## config.mk

```make
export PLATFORM = sky130hd
export DESIGN_NAME = result_to_ascii_formatter
export DESIGN_NICKNAME = d
export VERILOG_FILES = /design/src/rtl/result_to_ascii_formatter.sv
export SDC_FILE = /design/constraint.sdc
export NUM_CORES = 1
export LEC_CHECK = 0
export ABC_CLOCK_PERIOD_IN_PS = 3950
export BUFFER_PORTS_ARGS = -buffer_cell sky130_fd_sc_hd__clkbuf_2
export CORE_MARGIN = 3
export CORE_UTILIZATION = 50
export CTS_CLUSTER_SIZE = 8
export DETAILED_ROUTE_END_ITERATION = 7
export GPL_ROUTABILITY_DRIVEN = 0
export PLACE_DENSITY = 0.81
export SLEW_MARGIN = 20
export SYNTH_ARGS = -nofsm -noshare
export SYNTH_HDL_FRONTEND = slang
export SYNTH_SLANG_ARGS = --single-unit
```

## constraint.sdc

```tcl
create_clock -name clk_i -period 3.95 [get_ports clk_i]
set_input_delay 0.79 -clock clk_i [delete_from_list [all_inputs] [get_ports clk_i]]
set_output_delay 0.79 -clock clk_i [all_outputs]
set_load 0.01 [all_outputs]
```

## src/rtl/result_to_ascii_formatter.sv

```systemverilog
// Converts a WIDTH-bit result into a NUL-terminated ASCII decimal string.
// Uses bit-serial divide-by-10. Define SIGNED_FORMAT_EN to treat value_i as two's complement.
module result_to_ascii_formatter #(
  parameter int unsigned WIDTH  = 32,
  parameter int unsigned MAXSTR = 16
) (
  input  logic                         clk_i,
  input  logic                         rst_ni,
  input  logic                         start_i,
  input  logic [WIDTH-1:0]             value_i,
  output logic [8*MAXSTR-1:0]          ascii_out_o,
  output logic [$clog2(MAXSTR+1)-1:0]  length_o,
  output logic                         ready_o
);

  // Decimal digits of 2^WIDTH-1: floor(WIDTH*log10(2)) + 1.
  localparam int unsigned MaxDigits = (WIDTH * 30103) / 100000 + 1;
  localparam int unsigned LenW      = $clog2(MAXSTR + 1);
  localparam int unsigned CntW      = $clog2(MaxDigits + 1);
  localparam int unsigned BitW      = $clog2(WIDTH);

  if (MAXSTR < MaxDigits + 2) begin : g_bad_maxstr
    $error("MAXSTR too small for WIDTH: need sign, digits and NUL");
  end
  if (WIDTH < 2) begin : g_bad_width
    $error("WIDTH must be at least 2");
  end

  typedef enum logic [2:0] {
    StIdle,
    StDiv,
    StPush,
    StSign,
    StEmit,
    StTerm
  } state_e;

  state_e                   state_q, state_d;
  logic [WIDTH-1:0]         div_q, div_d;
  logic [3:0]               rem_q, rem_d;
  logic [BitW-1:0]          bit_q, bit_d;
  logic [8*MaxDigits-1:0]   stack_q, stack_d;
  logic [CntW-1:0]          cnt_q, cnt_d;
  logic [LenW-1:0]          pos_q, pos_d;
  logic                     neg_q, neg_d;
  logic [8*MAXSTR-1:0]      ascii_q, ascii_d;
  logic [LenW-1:0]          len_q, len_d;
  logic                     ready_q, ready_d;

  logic                     in_neg;
  logic [WIDTH-1:0]         in_mag;
  logic [4:0]               rem_shift;
  logic                     rem_ge;
  logic [3:0]               rem_sub;
  logic [3:0]               rem_next;
  logic [CntW-1:0]          top_idx;

`ifdef SIGNED_FORMAT_EN
  assign in_neg = value_i[WIDTH-1];
  assign in_mag = in_neg ? (~value_i + 1'b1) : value_i;
`else
  assign in_neg = 1'b0;
  assign in_mag = value_i;
`endif

  // Restoring step: shift in the next dividend bit, subtract 10 when it fits.
  // Subtraction is done mod 16, exact whenever rem_ge holds.
  assign rem_shift = {rem_q, div_q[WIDTH-1]};
  assign rem_ge    = (rem_shift >= 5'd10);
  assign rem_sub   = rem_shift[3:0] - 4'd10;
  assign rem_next  = rem_ge ? rem_sub : rem_shift[3:0];
  assign top_idx   = cnt_q - CntW'(1);

  always_comb begin
    state_d = state_q;
    div_d   = div_q;
    rem_d   = rem_q;
    bit_d   = bit_q;
    stack_d = stack_q;
    cnt_d   = cnt_q;
    pos_d   = pos_q;
    neg_d   = neg_q;
    ascii_d = ascii_q;
    len_d   = len_q;
    ready_d = ready_q;

    unique case (state_q)
      StIdle: begin
        if (start_i) begin
          neg_d   = in_neg;
          div_d   = in_mag;
          rem_d   = '0;
          bit_d   = '0;
          cnt_d   = '0;
          ascii_d = '0;
          ready_d = 1'b0;
          state_d = StDiv;
        end
      end
      StDiv: begin
        // Quotient bits shift into div_q as the dividend bits shift out.
        div_d = {div_q[WIDTH-2:0], rem_ge};
        rem_d = rem_next;
        bit_d = bit_q + BitW'(1);
        if (bit_q == BitW'(WIDTH - 1)) begin
          state_d = StPush;
        end
      end
      StPush: begin
        stack_d[8*cnt_q +: 8] = {4'h3, rem_q};
        cnt_d   = cnt_q + CntW'(1);
        rem_d   = '0;
        bit_d   = '0;
        state_d = (div_q == '0) ? StSign : StDiv;
      end
      StSign: begin
        if (neg_q) begin
          ascii_d[7:0] = 8'h2D;
          pos_d        = LenW'(1);
        end else begin
          pos_d = '0;
        end
        state_d = StEmit;
      end
      StEmit: begin
        ascii_d[8*pos_q +: 8] = stack_q[8*top_idx +: 8];
        pos_d = pos_q + LenW'(1);
        cnt_d = top_idx;
        if (cnt_q == CntW'(1)) begin
          state_d = StTerm;
        end
      end
      StTerm: begin
        ascii_d[8*pos_q +: 8] = 8'h00;
        len_d   = pos_q;
        ready_d = 1'b1;
        state_d = StIdle;
      end
      default: state_d = StIdle;
    endcase
  end

  always_ff @(posedge clk_i or negedge rst_ni) begin
    if (!rst_ni) begin
      state_q <= StIdle;
      div_q   <= '0;
      rem_q   <= '0;
      bit_q   <= '0;
      stack_q <= '0;
      cnt_q   <= '0;
      pos_q   <= '0;
      neg_q   <= 1'b0;
      ascii_q <= '0;
      len_q   <= '0;
      ready_q <= 1'b0;
    end else begin
      state_q <= state_d;
      div_q   <= div_d;
      rem_q   <= rem_d;
      bit_q   <= bit_d;
      stack_q <= stack_d;
      cnt_q   <= cnt_d;
      pos_q   <= pos_d;
      neg_q   <= neg_d;
      ascii_q <= ascii_d;
      len_q   <= len_d;
      ready_q <= ready_d;
    end
  end

  assign ascii_out_o = ascii_q;
  assign length_o    = len_q;
  assign ready_o     = ready_q;

endmodule
```

Word level (Yosys, flattened, before mapping)
Index checks and enable logic that the tools add are counted.

word-level totals
  word-level logic and storage cells = 74
  output and inout port bits = 134
  RAM bits = 0
  latch bits = 0
  ROM bits = 0
  bits in registers = 267
  memories = 0

cells by class
  div/mod/pow operators = 0
  muxes and demuxes = 22
  equality and inequality tests = 10
  bitwise gates (word level) = 1
  reduce and logical (&&, ||, !) cells = 16
  shifts and indexed selects = 6
  $lt $le $gt $ge = 1
  add/subtract/negate cells = 7
  multiply operators = 0

operators by type and width
  operator                                                                         count
  120-bit case mux with 3 select lines                                             1
  128-bit bitwise mux                                                              2
  128-bit 2-to-1 mux                                                               1
  8-bit by 34-bit variable shift with 128-bit output (first input constant)        1
  8-bit by 34-bit variable part select with 128-bit output                         1
  8-bit by 34-bit variable part select with 128-bit output (first input constant)  1
  80-bit bitwise mux                                                               1
  8-bit by 34-bit variable shift with 80-bit output (first input constant)         1
  8-bit by 34-bit variable part select with 80-bit output                          1
  80-bit by 8-bit variable part select with 8-bit output                           1
  32-bit case mux with 2 select lines                                              1
  7-bit negator with 34-bit output                                                 1
  8-bit negator with 34-bit output                                                 1
  32-bit zero test                                                                 1
  32-bit 2-to-1 mux                                                                1
  4-bit case mux with 3 select lines                                               2
  8-bit case mux with 3 select lines                                               1
  3-bit case mux with 5 select lines                                               1
  5-bit case mux with 3 select lines                                               1
  5-bit by 1-bit adder with 5-bit output (second input constant)                   2
  5-bit case mux with 2 select lines                                               1
  2-bit AND reduction                                                              5
  3-bit 2-to-1 mux                                                                 3
  3-bit nonzero test                                                               3
  20 further kinds                                                                 28

Depth between registers and ports, before layout
  word-level depth = 5
  depth in mapped cells = 12
  mapped depth without buffers = 10

Worst setup path after synthesis
OpenSTA, ideal clock, no wires.

  path kind = reg2reg
  start = reg pos_q[0]
  end = reg ascii_q[64], in the netlist ascii_out_o[64]
  clock period less this slack = 2.906 ns
  cell stages (with the launch flop) = 11
  setup time = 0.121 ns
  arrival time = 2.785 ns
  slack = 1.044 ns
  path through = dfrtp_1 clkbuf_1 inv_1 ha_1 nor2b_1 nor2b_1 ha_1 or2_2 nor4_1 nor2_1 a22o_1

on the way
  cells in the longest elaborated chain, start to end = 4

RTL lines
  item                                                                                    RTL line  text
  start: declaration                                                                      44        logic [LenW-1:0] pos_q, pos_d;
  start signal: assignment                                                                163       pos_q <= pos_d;
  8-bit negator with 34-bit output *                                                      126, 134
  8-bit by 34-bit variable part select with 128-bit output, or another cell as far along  134       ascii_d[8*pos_q +: 8] = 8'h00;
  128-bit bitwise mux (on tied branches)                                                  134, 126
  120-bit case mux with 3 select lines *                                                  87        unique case (state_q)
  end signal: assignment                                                                  165       ascii_q <= ascii_d;
  end: declaration                                                                        46        logic [8*MAXSTR-1:0] ascii_q, ascii_d;

Every way passes the cells marked *; elsewhere a longest branch is shown, timed or not.
A chain may end at the register's enable or synchronous reset.

Final worst setup path
  start = reg pos_q[0]
  end = reg ascii_q[66], in the netlist ascii_out_o[66]

Same word-level chain as after synthesis.

==> impl_metrics.env <==
export IMPL_antenna_found_initial=1
export IMPL_fillers=1618
export IMPL_critPathMaxFanout=12
export IMPL_grt_overflow=0
export IMPL_grt_usage=0.243
export IMPL_routedWlPerCell_um=19.7
export IMPL_die_width_um=152
export IMPL_drt_pass1_iterations=5
export IMPL_fin_setup_tns_ps=0
export IMPL_final_max_slew_viol_count=0
export IMPL_startpoint_type="register"
export IMPL_worstMarginPinSlew_ps=976
export IMPL_hold_viol=0
export IMPL_cts_htree_levels=2
export IMPL_cts_sinks=237
export IMPL_die_h_um=152
export IMPL_syn_inst=1014
export IMPL_cp_arrival_ps=3880
export IMPL_wl_um=28600
export IMPL_grt_setup_unrepaired="false"
export IMPL_synth_edf_count=0
export IMPL_path_clk_slew_ps=50
export IMPL_skew_ps=27.2
export IMPL_end_kind="register"
export IMPL_port_buffers=168
export IMPL_crit_type="register to register"
export IMPL_grt_pass1_wl_um=46700
export IMPL_ys_types=74
export IMPL_ys_flop_type="dfrtp_1"
export IMPL_multiInputGateArea_sq_um=4480
export IMPL_via_per_inst=6.06
export IMPL_cts_buffers_inserted=35
export IMPL_synthTopCellsByArea="dfrtp_1, nand2_1, nor2_1"
export IMPL_antenna_left=0
export IMPL_grt_max_degree=99
export IMPL_via_count=8805
export IMPL_slew_headroom=0.344
export IMPL_start_util=0.518
export IMPL_max_clock_freq_mhz=286
export IMPL_num_rows=52
export IMPL_cts_resized=0
export IMPL_post_cts_buffers=0
export IMPL_ys_async_sr_fraction=1.00
export IMPL_core_sq_um=20600
export IMPL_ir_worst_vdd_v=0.000391
export IMPL_drc=0
export IMPL_diodes=0
export IMPL_ys_seq_area_frac=0.555
export IMPL_die_area_sq_um=23200
export IMPL_cp_required_ps=4340
export IMPL_syn_area_per_cell_sq_um=10.5
export IMPL_worst_r2r_setup_slack_ps=460
export IMPL_ioPinCount=169
export IMPL_clk_latency_ps=510
export IMPL_cts_tree="yes"
export IMPL_outcome="complete, no violations"
export IMPL_grt_pass1_vias=8741
export IMPL_finalSetupViolCount=0
export IMPL_hold_buffers=0
export IMPL_yosys_area_top_type_share=0.555
export IMPL_drive_gt1_frac=0.255
export IMPL_syn_to_final_growth_pct=19.0
export IMPL_cts_max_path_buffers=3
export IMPL_period_minus_slack_ps=3490
export IMPL_synthesis_area_sq_um=10700
export IMPL_drt_iter0_drc=712
export IMPL_power_mw=8.83
export IMPL_synth_seq_cells=237
export IMPL_yosysTopAreaCell="dfrtp_1"
export IMPL_ff_latch_area_sq_um=5930
export IMPL_cts_root_buf="clkbuf_16"
export IMPL_dpl_hpwl_um=19600
export IMPL_powerDensity_nw_per_um2=694
export IMPL_hp_class="primary input to asynchronous set/reset pin"
export IMPL_leakage_nw=6.13
export IMPL_num_nets_final=1226
export IMPL_min_period_over_period=0.884
export IMPL_drv_cap=0
export IMPL_synth_fp_nets=1060
export IMPL_yosys_warnings=0
==> cells by family after synthesis <==
group,Yosys count,synth area share
and+or+nand+nor,419,0.194
DFF,237,0.555
AOI/OAI and AO/OA,226,0.152
buffers and inverters,70,0.0273
muxes,44,0.0528
adders and majority gates,11,0.0129
xor gates and xnor gates,7,0.00644
==> Yosys cell counts, drive strengths merged (3+ instances only) <==
| cell type | count |
|---|---|
| mux4 | 7 |
| nand3 | 44 |
| nand2b | 11 |
| inv | 15 |
| nor2 | 98 |
| nand4 | 9 |
| a31o | 4 |
| a32o | 7 |
| or4 | 3 |
| and3 | 21 |
| o211ai | 5 |
| mux2 | 29 |
| dfrtp | 237 |
| o31ai | 11 |
| mux2i | 8 |
| ha | 11 |
| o21ai | 47 |
| or3 | 3 |
| and2 | 26 |
| nor2b | 7 |
| buf | 17 |
| clkbuf | 36 |
| nor3 | 22 |
| a32oi | 6 |
| nor4 | 13 |
| xor2 | 3 |
| a22o | 26 |
| nand2 | 133 |
| or2 | 15 |
| o2bb2ai | 23 |
| xnor2 | 4 |
| nor3b | 4 |
| a31oi | 59 |
| a21oi | 17 |
==> final timing paths <==
kind,endpoint,depth (start not counted),startpoint
setup / recovery,ascii_out_o[66]$_DFFE_PN0P_,9,pos_q[0]$_DFFE_PN0P_
hold / removal,ascii_out_o[47]$_DFFE_PN0P_,1,rst_ni
setup reg to reg,ascii_out_o[66]$_DFFE_PN0P_,9,pos_q[0]$_DFFE_PN0P_
hold reg to reg,stack_q[61]$_DFFE_PN0P_,1,stack_q[61]$_DFFE_PN0P_
max in group asynchronous,div_q[8]$_DFFE_PN0P_,2,rst_ni
min in group clk_i,stack_q[61]$_DFFE_PN0P_,1,stack_q[61]$_DFFE_PN0P_
==> where the power goes <==
part	total, mW	internal [mW]	leakage (nW)	switching, mW
Clock	2.59	1.60	0.459	0.988
Sequential	3.26	2.81	3.19	0.445
Combinational	2.98	1.03	2.48	1.96
==> per-stage QoR <==
stage	util	setup slack [ps]	instance area, sq um	cells	hold WS [ps]
finish	0.617	457	12700	1452	326
global route	0.617	285	12700	1452	359
CTS	0.617	598	12700	1452	351
detailed placement	0.572	651	11800	1413	447
global placement	0.572	759	11800	1413	447
floorplan	-	1040	10700	1014	426
==> state kept, by name, summed over array words and instances (netlist names) <==
name,cells
ascii_out_o,128
stack_q,50
div_q,32
bit_q,5
length_o,5
pos_q,5
cnt_q,4
rem_q,4
state_q,3
ready_o,1
==> layout by cell type (no fill, tap or decap), types with 8 or more instances in the layout <==
cell       synthesis  layout
o21ai_0           47      47
nand2b_1          11      11
nand3_1           44      43
ha_1              11      11
clkbuf_16          0      36
and2_1            26      26
and3_1            21      21
clkbuf_2           0     167
inv_1             15      15
dfrtp_1          237     237
or2_2             15      15
mux2_2            29      29
nor2_1            96      96
nor4_1            12      12
o2bb2ai_1         22      22
mux2i_1            8       8
buf_4              3      12
a21oi_1           17      17
nand2_1          132     132
a22o_1            26      26
nor3_1            19      19
a31oi_1           56      56
o31ai_1            9       9
==> worst max-delay path, cell delays in order, from the launching register on <==
cell and delay [ps]:
dfrtp_1 550, inv_1 210, ha_1 350, nor2b_1 180, nor2b_1 160, ha_1 260, or2_2 350, nor4_1 760
nor2_1 250, a22o_1 290
==> layer usage <==
metal	vias up	share of wire	wire length (um)	track usage
met3	67	0.070	2000	0.0460
met1	4348	0.42	12100	0.334
li1	3980	-	-	-
met5	-	0.00038	11	0
met2	408	0.48	13600	0.389
met4	2	0.032	921	0.0860
==> area by class of cell <==
cell class	instances	area share
repair buffers	182	0.0771
inverters	17	0.00501
clock inverters	3	0.00236
well taps	270	0.0265
clock buffers	36	0.0708
flip-flops and latches	237	0.466
multi-input cells	707	0.352
Note: power is estimated with default switching activity, not from simulation.
